$ cat src/rtl/param_register_file_if.sv
// Bus interface for param_register_file: read/write ports plus the bulk-clear handshake.
// The controller drives through master; the register file sits on slave.
interface param_register_file_if #(
    parameter int DATA_WIDTH = 8,
    parameter int ADDR_WIDTH = 3
);
    logic [ADDR_WIDTH-1:0] read_register1;
    logic [ADDR_WIDTH-1:0] read_register2;
    logic                  write_enable;
    logic [ADDR_WIDTH-1:0] write_register;
    logic [DATA_WIDTH-1:0] write_data;
    logic                  clear_req;
    logic [DATA_WIDTH-1:0] read_data1;
    logic [DATA_WIDTH-1:0] read_data2;
    logic                  write_ack;
    logic                  busy;
    logic                  clear_done;

    modport master (
        output read_register1, read_register2, write_enable, write_register,
               write_data, clear_req,
        input  read_data1, read_data2, write_ack, busy, clear_done
    );

    modport slave (
        input  read_register1, read_register2, write_enable, write_register,
               write_data, clear_req,
        output read_data1, read_data2, write_ack, busy, clear_done
    );
endinterface

$ cat src/rtl/param_register_file.sv
// 2-read/1-write register file with write-to-read bypass and a sequential bulk-clear engine.
// Define REG_FILE_ZERO_REG_EN to hardwire entry 0 to zero.
module param_register_file #(
    parameter int                    DATA_WIDTH  = 8,
    parameter int                    ADDR_WIDTH  = 3,
    parameter logic [DATA_WIDTH-1:0] RESET_VALUE = '0
) (
    input logic                  clock,
    input logic                  reset,
    param_register_file_if.slave bus
);
    localparam int                    DEPTH     = 1 << ADDR_WIDTH;
    localparam logic [ADDR_WIDTH-1:0] LAST_ADDR = ADDR_WIDTH'(DEPTH - 1);

`ifdef REG_FILE_ZERO_REG_EN
    localparam bit ZERO_REG = 1'b1;
`else
    localparam bit ZERO_REG = 1'b0;
`endif

    typedef enum logic {
        IDLE,
        CLEAR
    } state_t;

    state_t                state;
    state_t                state_next;
    logic [ADDR_WIDTH-1:0] counter;
    logic [ADDR_WIDTH-1:0] counter_next;
    logic                  clear_done_q;
    logic                  clear_done_next;
    logic [DATA_WIDTH-1:0] entries [DEPTH];
    logic                  write_accept;
    logic                  write_commit;
    logic                  bypass1;
    logic                  bypass2;
    logic [DATA_WIDTH-1:0] clear_value;

    function automatic logic [DATA_WIDTH-1:0] entry_reset(input int idx);
        return (ZERO_REG && idx == 0) ? '0 : RESET_VALUE;
    endfunction

    // A write is acknowledged whenever the engine is idle; the zero register swallows it silently.
    assign write_accept = bus.write_enable && (state == IDLE);
    assign write_commit = write_accept && !(ZERO_REG && bus.write_register == '0);
    assign bypass1      = write_commit && (bus.write_register == bus.read_register1);
    assign bypass2      = write_commit && (bus.write_register == bus.read_register2);
    assign clear_value  = (ZERO_REG && counter == '0) ? '0 : RESET_VALUE;

    assign bus.read_data1 = bypass1 ? bus.write_data :
                            (ZERO_REG && bus.read_register1 == '0) ? '0 :
                            entries[bus.read_register1];
    assign bus.read_data2 = bypass2 ? bus.write_data :
                            (ZERO_REG && bus.read_register2 == '0) ? '0 :
                            entries[bus.read_register2];
    assign bus.write_ack  = write_accept;
    assign bus.busy       = (state == CLEAR);
    assign bus.clear_done = clear_done_q;

    always_ff @(posedge clock or negedge reset) begin
        if (!reset) begin
            for (int i = 0; i < DEPTH; i++) begin
                entries[i] <= entry_reset(i);
            end
        end else if (state == CLEAR) begin
            entries[counter] <= clear_value;
        end else if (write_commit) begin
            entries[bus.write_register] <= bus.write_data;
        end
    end

    always_ff @(posedge clock or negedge reset) begin
        if (!reset) begin
            state        <= IDLE;
            counter      <= '0;
            clear_done_q <= 1'b0;
        end else begin
            state        <= state_next;
            counter      <= counter_next;
            clear_done_q <= clear_done_next;
        end
    end

    // Clearing walks one entry per cycle; the counter wrap and the return to IDLE coincide.
    always_comb begin
        state_next      = state;
        counter_next    = counter;
        clear_done_next = 1'b0;
        case (state)
            IDLE: begin
                if (bus.clear_req) begin
                    state_next   = CLEAR;
                    counter_next = '0;
                end
            end
            CLEAR: begin
                counter_next = counter + ADDR_WIDTH'(1);
                if (counter == LAST_ADDR) begin
                    state_next      = IDLE;
                    clear_done_next = 1'b1;
                end
            end
            default: state_next = IDLE;
        endcase
    end
endmodule
$ cat src/flat_wrapper.sv
// flat-port wrapper written by rule: the top's interface ports become plain ports
module param_register_file_flat 
#(
    parameter int                    DATA_WIDTH  = 8,
    parameter int                    ADDR_WIDTH  = 3,
    parameter logic [DATA_WIDTH-1:0] RESET_VALUE = '0
)
  (clock, reset, bus_read_register1, bus_read_register2, bus_write_enable, bus_write_register, bus_write_data, bus_clear_req, bus_read_data1, bus_read_data2, bus_write_ack, bus_busy, bus_clear_done);
  param_register_file_if #(.DATA_WIDTH(DATA_WIDTH), .ADDR_WIDTH(ADDR_WIDTH)) bus_i ();
  input logic clock;
  input logic reset;
  input wire logic [$bits(bus_i.read_register1)-1:0] bus_read_register1;
  input wire logic [$bits(bus_i.read_register2)-1:0] bus_read_register2;
  input wire logic [$bits(bus_i.write_enable)-1:0] bus_write_enable;
  input wire logic [$bits(bus_i.write_register)-1:0] bus_write_register;
  input wire logic [$bits(bus_i.write_data)-1:0] bus_write_data;
  input wire logic [$bits(bus_i.clear_req)-1:0] bus_clear_req;
  output wire logic [$bits(bus_i.read_data1)-1:0] bus_read_data1;
  output wire logic [$bits(bus_i.read_data2)-1:0] bus_read_data2;
  output wire logic [$bits(bus_i.write_ack)-1:0] bus_write_ack;
  output wire logic [$bits(bus_i.busy)-1:0] bus_busy;
  output wire logic [$bits(bus_i.clear_done)-1:0] bus_clear_done;
  assign bus_i.read_register1 = bus_read_register1;
  assign bus_i.read_register2 = bus_read_register2;
  assign bus_i.write_enable = bus_write_enable;
  assign bus_i.write_register = bus_write_register;
  assign bus_i.write_data = bus_write_data;
  assign bus_i.clear_req = bus_clear_req;
  assign bus_read_data1 = bus_i.read_data1;
  assign bus_read_data2 = bus_i.read_data2;
  assign bus_write_ack = bus_i.write_ack;
  assign bus_busy = bus_i.busy;
  assign bus_clear_done = bus_i.clear_done;
  param_register_file #(.DATA_WIDTH(DATA_WIDTH), .ADDR_WIDTH(ADDR_WIDTH), .RESET_VALUE(RESET_VALUE)) u_core (.clock(clock), .reset(reset), .bus(bus_i));
endmodule
$ cat config.mk
export PLATFORM = sky130hd
export DESIGN_NAME = param_register_file_flat
export DESIGN_NICKNAME = d
export VERILOG_FILES = /design/src/rtl/param_register_file_if.sv /design/src/rtl/param_register_file.sv /design/src/flat_wrapper.sv
export SDC_FILE = /design/constraint.sdc
export NUM_CORES = 1
export LEC_CHECK = 0
export ABC_AREA = 0
export CAP_MARGIN = 20
export CORE_ASPECT_RATIO = 1.2
export CORE_MARGIN = 4
export CORE_UTILIZATION = 41
export DETAILED_ROUTE_END_ITERATION = 6
export GPL_TIMING_DRIVEN = 0
export PLACE_DENSITY = 0.73
export SLEW_MARGIN = 20
export SYNTH_ARGS = -nofsm -noshare
export SYNTH_HDL_FRONTEND = slang
export SYNTH_SLANG_ARGS = --single-unit
$ cat constraint.sdc
create_clock -name clock -period 3.13 [get_ports clock]
set_clock_uncertainty 0.05 [all_clocks]
set_input_delay 0.313 -clock clock [delete_from_list [all_inputs] [get_ports clock]]
set_output_delay 0.313 -clock clock [all_outputs]
set_load 0.01 [all_outputs]
==> metrics.txt <==
syn_nets 300; multi-input logic area 0.00214 mm^2; core area 0.00956 mm^2; most frequent cells in the layout 69 x dfrtp_1, 64 x a22o_1, 29 x mux2_2; Clock Pin Slew Worst Setup and Hold Paths 0.06 ns; H-tree depth 3; # clock sinks 69; Mapped Cells 277; crit path cell chain nand2b_1 > inv_2 > nand4_1 > mux2_2 > clkdlybuf4s50_1; Site Rows 39; HP Class in -> async; final setup violating endpoints 0; Synth Warn # 0; fraction of registers with async set/reset 100%; max_cap viols 0; worst reg2reg setup slack 1.16 ns; most common cell after layout, fill and taps aside dfrtp_1; Static Leak 2.23 nW; worst r2r src u_core.bus.busy$_DFF_PN0_; DP Wirelength 7120 um; IO Pins 40; fmax 0.332 GHz; antenna violations before repair 0; CP bufs+invs 2; RSZ-0062 raised after global routing false; CP Data Arrival Time 2.65 ns; total grt overflow 0; 1st-iter DRT viols 179; worst skew pair latency 0.34 ns; Starting Density 42.3%; Worst Path Required 2.77 ns; synth unique cells 33; Setup crit end kind output pin; chip height 117 um; Power Density 731 mW/mm^2; Area Overhead vs Synth 17.3%; CP top delay family simple AND/OR/NAND/NOR gates; crit path kind reg -> out; Synth top area share 42.7%; Tot GR Track Use 19.0%; Top FF cell, synth dfrtp_1; post-route ant nets 0; Finished Cell Area 0.00474 mm^2; setup ws final 0.117 ns; fin crit share 96.3%; final net count 335; Seq cells post-synth 69; Yosys top cell by area dfrtp_1; DRC violations left 0; Worst R2R End u_core.entries[54]$_DFFE_PN0P_; Area after DPL 0.00444 mm^2; DRT Pass-1 Iters 4; ant diodes 0; slowest library cell on the worst path mux2_2; reg2reg path depth 3; slew of the pin with the lowest slew margin 1.06 ns; WL final 10800 um; register area 0.00173 mm^2; Slew headroom 28.7%; post-DR vias/cell 6.43; final hold vios 0; fin. max-slew vios 0; sequential area share after synthesis 42.7%; die area 0.0115 mm^2; Die X 98.7 um; gpl congestion 0.807; Avg Synthesized Cell Area 14.6 um^2; Num CTS Buffers 9; Cell Area, Synth 0.00405 mm^2; synth top area cells dfrtp_1 43%, mux4_1 18%, a22o_1 14%; post-DR wirelength/cell 24.5 um; pin count of the biggest net entering global routing 57; CTS root buf clkbuf_16; number of synthesized flops with an enable pin 0; Worst path max stage delay 0.50 ns; first-pass GRT wire length 16600 um; Fillers 842; Max clock buf depth 2; dpl ws 0.265 ns; Peak VDD IR 0.454 mV; CP startpoint kind flip-flop; vias in the first global route 2938; CTS tree built; vias after detailed routing 2824; status complete, no violations; layout cells sized above 1 21.8%; I/O Buffers 22; crit-path max FO 11; final worst path period need 3.01 ns
==> power by group <==
group | internal, W | switching, W | total (W)
sequential | 0.00112 | 0.000216 | 0.00134
combinational | 0.000619 | 0.000503 | 0.00112
clock | 0.000612 | 0.000396 | 0.00101
total | 0.00235 | 0.00112 | 0.00347
==> area by class of cell <==
cell class | count | area share, %
multi-input cells | 181 | 45.1
well taps | 123 | 3.24
plain buffers | 25 | 3.64
repair buffers | 24 | 5.38
inverters | 2 | 0.158
clock buffers | 9 | 4.75
flip-flops and latches | 69 | 36.4
clock inverters | 6 | 1.37
==> logic make-up after synthesis <==
family                   count (synthesis)  share of synthesized area (%)
AO/OA/AOI/OAI                           74                           15.3
AND/OR/NAND/NOR                         34                           5.69
adder cells (fa/ha/maj)                  2                          0.619
multiplexers                            65                           30.0
flip-flops                              69                           42.7
buffers and inverters                   27                           4.45
XOR/XNOR                                 6                           1.30
==> flip-flops by register name (all words and copies together) (netlist names) <==
| name | cells |
|---|---|
| u_core.entries | 64 |
| u_core.counter | 3 |
| u_core.bus.busy | 1 |
| u_core.bus.clear_done | 1 |
==> worst max path at each step <==
stage	startpoint	to	slack (ns)	depth (start not counted)
6_report	u_core.bus.busy$_DFF_PN0_	bus_read_data1[2]	0.12	5
2_1_floorplan	bus_read_register1[0]	bus_read_data1[0]	1.21	5
5_1_grt	u_core.bus.busy$_DFF_PN0_	bus_read_data2[5]	0.04	5
3_5_place_dp	bus_write_enable	bus_read_data1[2]	0.27	6
3_3_place_gp	reset	u_core.entries[17]$_DFFE_PN0P_	-0.58	1
4_1_cts	u_core.bus.busy$_DFF_PN0_	bus_read_data1[2]	0.18	5
==> synthesized netlist by cell type (all sizes together), types with 2 or more instances <==
library cell and instances:
nor3 3, clkbuf 5, mux4 32, and2 5, a21oi 6, inv 2
nor4bb 2, o21ai 2, buf 20, nor2 6, nor2b 2, dfrtp 69
nand4 2, a32oi 2, xnor2 6, and4b 3, mux2 33, nand2 2
ha 2, nand2b 5, a22o 64
==> what timing repair did <==
| action | 4_1_cts | 5_1_grt |
|---|---|---|
| hold buffers | 1 | 0 |
| setup buffers | 0 | 0 |
| gates resized for setup | 0 | 0 |
| endpoints found under the hold margin | 13 | 0 |
==> through the flow <==
stage / std cells / hold slack, ns / utilization [%] / TNS, ns / power [W]
floorplan: 277 / -0.0326 / - / 0 / 0.00203
global placement: 422 / 0.438 / 46.2 / -39.82 / 0.00241
detailed placement: 423 / 0.134 / 46.5 / 0 / 0.00245
CTS: 439 / 0.319 / 49.6 / 0 / 0.00347
global route: 439 / 0.350 / 49.6 / 0 / 0.00362
finish: 439 / 0.315 / 49.6 / 0 / 0.00347
==> per-layer routing <==
layer  routed length, um  part of all wire (%)  vias up  global-route usage, %
met5                   0                     0        -                      0
met4                 112                   1.0        0                   4.92
met3                 676                   6.3       10                   4.03
met2                5530                    51      127                   33.1
met1                4440                    41     1472                   24.5
li1                    -                     -     1215                      -
Note: power is estimated with default switching activity, not from simulation.
==> RTL edit 1, RTL diff (same flow settings) <==
Change the localparam `ZERO_REG` from 1'b0 to 1'b1.
--- a/src/rtl/param_register_file.sv
+++ b/src/rtl/param_register_file.sv
@@ -15,7 +15,7 @@
 `ifdef REG_FILE_ZERO_REG_EN
     localparam bit ZERO_REG = 1'b1;
 `else
-    localparam bit ZERO_REG = 1'b0;
+    localparam bit ZERO_REG = 1'b1;
 `endif
 
     typedef enum logic {
Behaviour: not the same (Yosys sat finds a counterexample within 4 cycles, from zero or initial values and one cycle with reset low).
==> RTL edit 1 against the unedited design <==
  * Synthesized area up 0.59%
  * Total power up 5.8%
  * Non-clock buffer count is 2 lower
  * Largest cell class unchanged
  * Hold slack improved by 96 ps
  * Routed wire length fell by 8.7%
  * Critical path depth rose by 2
  * Largest power group unchanged
  * Setup slack improved by 210 ps
  * Sequential cell count stayed put
  * Critical path type is now input pin to output pin
  * Cell area up 1.5%
==> RTL edit 1: results <==
{
  "status": "completed",
  "grt_pass1_wl_um": 15790,
  "drt_pass1_iterations": 5,
  "synth-compound-area-share": 0.2109,
  "layout.nets": 334,
  "critPathTopFamily": "buffers and inverters",
  "ys_top_cells_by_count": "dfrtp_1 (69), a22o_1 (56), mux4_2 (18)",
  "met2_length_um": 5108,
  "detailed_place_hpwl_um": 7260,
  "num_vias": 2726,
  "post_dp_cell_area_um2": 4471,
  "port_buffers": 23,
  "drive_above_1_share": 0.2437,
  "grt_pass1_vias": 2855,
  "cp_max_fo": 8,
  "wl_per_cell_um": 22.38,
  "power.share.clock": 0.306,
  "drtIter0Drc": 141,
  "slowest_delay_ps": 580,
  "synth.distinct_cells": 39,
  "relSlewSlack": 0.4979,
  "clkTransAtPathRegs_ps": 60,
  "p_leak_nw": 2.111,
  "seq_area_frac_synth": 0.4244,
  "crit_path_start": "bus_write_enable",
  "clock_path_buffers": 2,
  "use_met3": 0.03379,
  "synth_mux_area_frac": 0.2319,
  "numCtsBuffers": 9,
  "wirelength_met1_um": 4019,
  "grt.total_usage": 0.1789,
  "hold_path_class": "input pin to flop",
  "grt_max_degree": 40,
  "cts_setup_buffers": 0,
  "cp_slowest_cell": "clkdlybuf4s50_1",
  "syn_nets": 298,
  "place_congestion": 0.8526,
  "dpl_worst_slack_ps": 286.1,
  "wl_met3_um": 543,
  "pwr-share-comb": 0.316,
  "swShare": 0.3227,
  "yosys.area_share.adder": 0.006150,
  "grt_use_met2": 0.3011,
  "crit_arrival_ps": 2440,
  "synth_xor_area_frac": 0.008610,
  "met1_usage": 0.2247
}
==> RTL edit 1: cell types whose count changed after synthesis, moves of 5 or more <==
cell and delta:
mux4_2 +14, mux4_1 -14, nor2b_1 +6, mux2i_1 +17, clkbuf_1 -5, a22o_1 -8
mux2_2 -29, o2bb2ai_1 +16, buf_2 +5, a21oi_1 -6
==> RTL edit 1: layout make-up <==
type	instances	area, µm²
Clock inverter	5	81.33
Buffer	22	151.4
Fill cell	770	4798
Sequential cell	69	1727
Multi-Input combinational cell	182	2183
Clock buffer	11	252.7
Timing Repair Buffer	25	257.7
Inverter	2	7.507
Tap cell	123	153.9
==> RTL edit 1: stage by stage <==
stage / std cells / util / power, mW
after floorplan: 275 / - / 2.149
after global placement: 421 / 0.4632 / 2.505
after detailed placement: 422 / 0.4651 / 2.547
after CTS: 439 / 0.5008 / 3.687
after global routing: 439 / 0.5008 / 3.843
final: 439 / 0.5008 / 3.672
==> RTL edit 1: cells by family (layout without fill, tap and decap cells) <==
family          Yosys count  count (layout)
compound gates           87              87
mux                      49              49
xor+xnor                  4               4
fa+ha+maj                 2               2
flops                    69              69
buf+inv                  24              65
simple gates             40              40
==> RTL edit 1: worst register-to-register path, cell delays in order, from the launching register on <==
cell	delay (ps)
dfrtp_1	460
nand2b_4	220
nor3_4	520
a31oi_4	160
a22o_1	240
==> RTL edit 1: final timing paths <==
check	cells after the start	slack (ps)	endpoint
max	7	320	bus_read_data1[1]
min	2	410	u_core.entries[41]$_DFFE_PN0P_
max reg2reg	4	1360	u_core.entries[15]$_DFFE_PN0P_
min reg2reg	1	460	u_core.entries[39]$_DFFE_PN0P_
max in group asynchronous	3	2050	u_core.entries[24]$_DFFE_PN0P_
min in group asynchronous	2	430	u_core.entries[52]$_DFFE_PN0P_
==> RTL edit 2, RTL diff (same settings) <==
Made on the original files. Make the reset (`reset`) synchronous in 2 clocked blocks.
--- a/src/rtl/param_register_file.sv
+++ b/src/rtl/param_register_file.sv
@@ -57,7 +57,7 @@
     assign bus.busy       = (state == CLEAR);
     assign bus.clear_done = clear_done_q;
 
-    always_ff @(posedge clock or negedge reset) begin
+    always_ff @(posedge clock) begin
         if (!reset) begin
             for (int i = 0; i < DEPTH; i++) begin
                 entries[i] <= entry_reset(i);
@@ -69,7 +69,7 @@
         end
     end
 
-    always_ff @(posedge clock or negedge reset) begin
+    always_ff @(posedge clock) begin
         if (!reset) begin
             state        <= IDLE;
             counter      <= '0;
Formal check against the unedited RTL: differs if reset is asserted again (counterexample within 4 cycles, from zero or initial values and one cycle with reset low); with reset held inactive, the same outputs for 4 cycles.
==> RTL edit 2 against the unedited design <==
  * Register-to-register slack lost 720 ps
  * Final cell count grew 3.0%
  * Sequential cell count is the same
  * Setup slack lost 4.7 ps
  * Sequential share of layout area grew 4.8 points
  * Routed wire length grew 4.5%
  * Cell area grew 3.5%
  * Synthesized cell count grew 1.4%
  * Count of clock-buffer cells in the layout grew 1
  * Non-clock buffer count grew 16
  * Synthesized area grew 0.80%
Power is not compared: it rests on default switching activity, and its combinational part moved more than twofold at a synthesized area within 25%.
==> RTL edit 2: results <==
{
  "status": "completed",
  "clock_path_buffers": 2,
  "cp.required_ps": 2770,
  "syn_inst": 281,
  "htreeDepth": 3,
  "hp-start": "reset",
  "cts_setup_buffers": 0,
  "grt.total_usage": 0.2027,
  "port_buffers": 32,
  "layout.nets": 347,
  "cts-resized-gates": 0,
  "num_vias": 2956,
  "timing.rr.start": "u_core.bus.busy$_SDFF_PN0_",
  "syn_nets": 304,
  "grt_max_degree": 13,
  "hold_path_depth": 2,
  "clkTransAtPathRegs_ps": 50,
  "place_congestion": 0.9306,
  "cp_slowest_cell": "nand4_1",
  "antenna_found_initial": 0,
  "yosysWarnings": 0,
  "seq_area_frac_synth": 0.4959,
  "synth_area_leaders": "edfxtp_1 (47%), mux4_2 (18%), nor4_1 (9.7%), mux2_2 (8.8%), buf_6 (2.5%)",
  "r2r_setup_slack_ps": 440,
  "synth_enable_flop_cells": 64,
  "cp_max_fo": 8,
  "rr_worst_depth": 5,
  "relSlewSlack": 0.3635,
  "min_to": "u_core.counter[0]$_SDFFE_PN0P_",
  "grt_pass1_wl_um": 17490,
  "worstSkewPairLatency_ps": 340,
  "largestRegisters": "u_core.entries (64), u_core.counter (3)",
  "ys_top_cells_by_count": "edfxtp_1 (64), nor4_1 (63), mux2_2 (32), mux4_2 (32), buf_2 (12)",
  "detailed_place_hpwl_um": 7804,
  "cts-root-buf": "clkbuf_16",
  "peakVddDrop_mv": 0.3255,
  "wirelength_um": 11240,
  "r2r-end": "u_core.entries[6][6]$_SDFFCE_PN0P_",
  "numCtsBuffers": 9,
  "synth.distinct_cells": 25,
  "setup_violations": 0,
  "instances_no_fill": 452,
  "p_leak_nw": 1.603,
  "hold_path_class": "input pin to flop",
  "slowest_delay_ps": 540,
  "drtIter0Drc": 329,
  "drt_pass1_iterations": 5,
  "drive_above_1_share": 0.3435,
  "critPathTopFamily": "buffers and inverters",
  "place_inst": 436,
  "nFillCells": 796,
  "grt_pass1_vias": 3080,
  "async_reset_ff_frac": 0
}
## RTL edit 2: worst register-to-register path, stage by stage (launching register included)
cell      delay [ps]
dfxtp_1          330
buf_2            170
nor3b_1          200
o21ai_1          300
clkbuf_1         390
o31ai_2          870
## RTL edit 2: power breakdown
group          total [mW]  leakage (nW)  internal, mW  switching [mW]
sequential           1.07         0.704          1.05          0.0197
combinational       0.412         0.743         0.199           0.213
clock                1.08         0.156         0.697           0.384
total                2.56          1.60          1.94           0.617
## RTL edit 2: worst max-delay path by stage
stage,cells after the start,from,end
5_1_grt,5,bus_write_enable,bus_read_data1[7]
6_report,5,bus_write_enable,bus_read_data1[7]
4_1_cts,6,bus_read_register1[1],bus_read_data1[3]
3_5_place_dp,7,bus_write_enable,u_core.entries[1][1]$_SDFFCE_PN0P_
2_1_floorplan,6,u_core.bus.busy$_SDFF_PN0_,u_core.entries[1][0]$_SDFFCE_PN0P_
3_3_place_gp,7,bus_write_enable,u_core.entries[5][1]$_SDFFCE_PN0P_
## RTL edit 2: kinds of logic after synthesis
group | after synthesis | synth area share
fa+ha+maj | 2 | 0.006136
buf+inv | 33 | 0.05247
simple gates | 90 | 0.1344
flops | 69 | 0.4959
xor+xnor | 6 | 0.01289
compound gates | 13 | 0.02086
mux | 68 | 0.2774
## RTL edit 2: metal layers
metal,GRT usage,part of all wire
met1,0.2450,0.38
met2,0.3445,0.51
met3,0.03438,0.072
met4,0.1166,0.042
met5,0,0
## RTL edit 2: cell type report
type	instances	area share
Multi-Input combinational cell	179	0.3834
Sequential cell	69	0.4119
Clock buffer	10	0.04665
Tap cell	123	0.03135
Clock inverter	6	0.01784
Timing Repair Buffer	32	0.06526
Buffer	33	0.04359
## RTL edit 2: metrics by stage
step / TNS [ps] / total power, mW / hold WS (ps) / worst slack (ps) / area [µm²]
after floorplan: 0 / 1.326 / 403.2 / 617.1 / 4078
after global routing: 0 / 2.625 / 170.9 / 33.38 / 4908
after CTS: 0 / 2.552 / 160.5 / 151.3 / 4908
final: 0 / 2.559 / 160.0 / 112.4 / 4908
after global placement: -13340 / 1.476 / 490.2 / -307.1 / 4552
after detailed placement: 0 / 1.491 / 505.8 / 73.79 / 4592
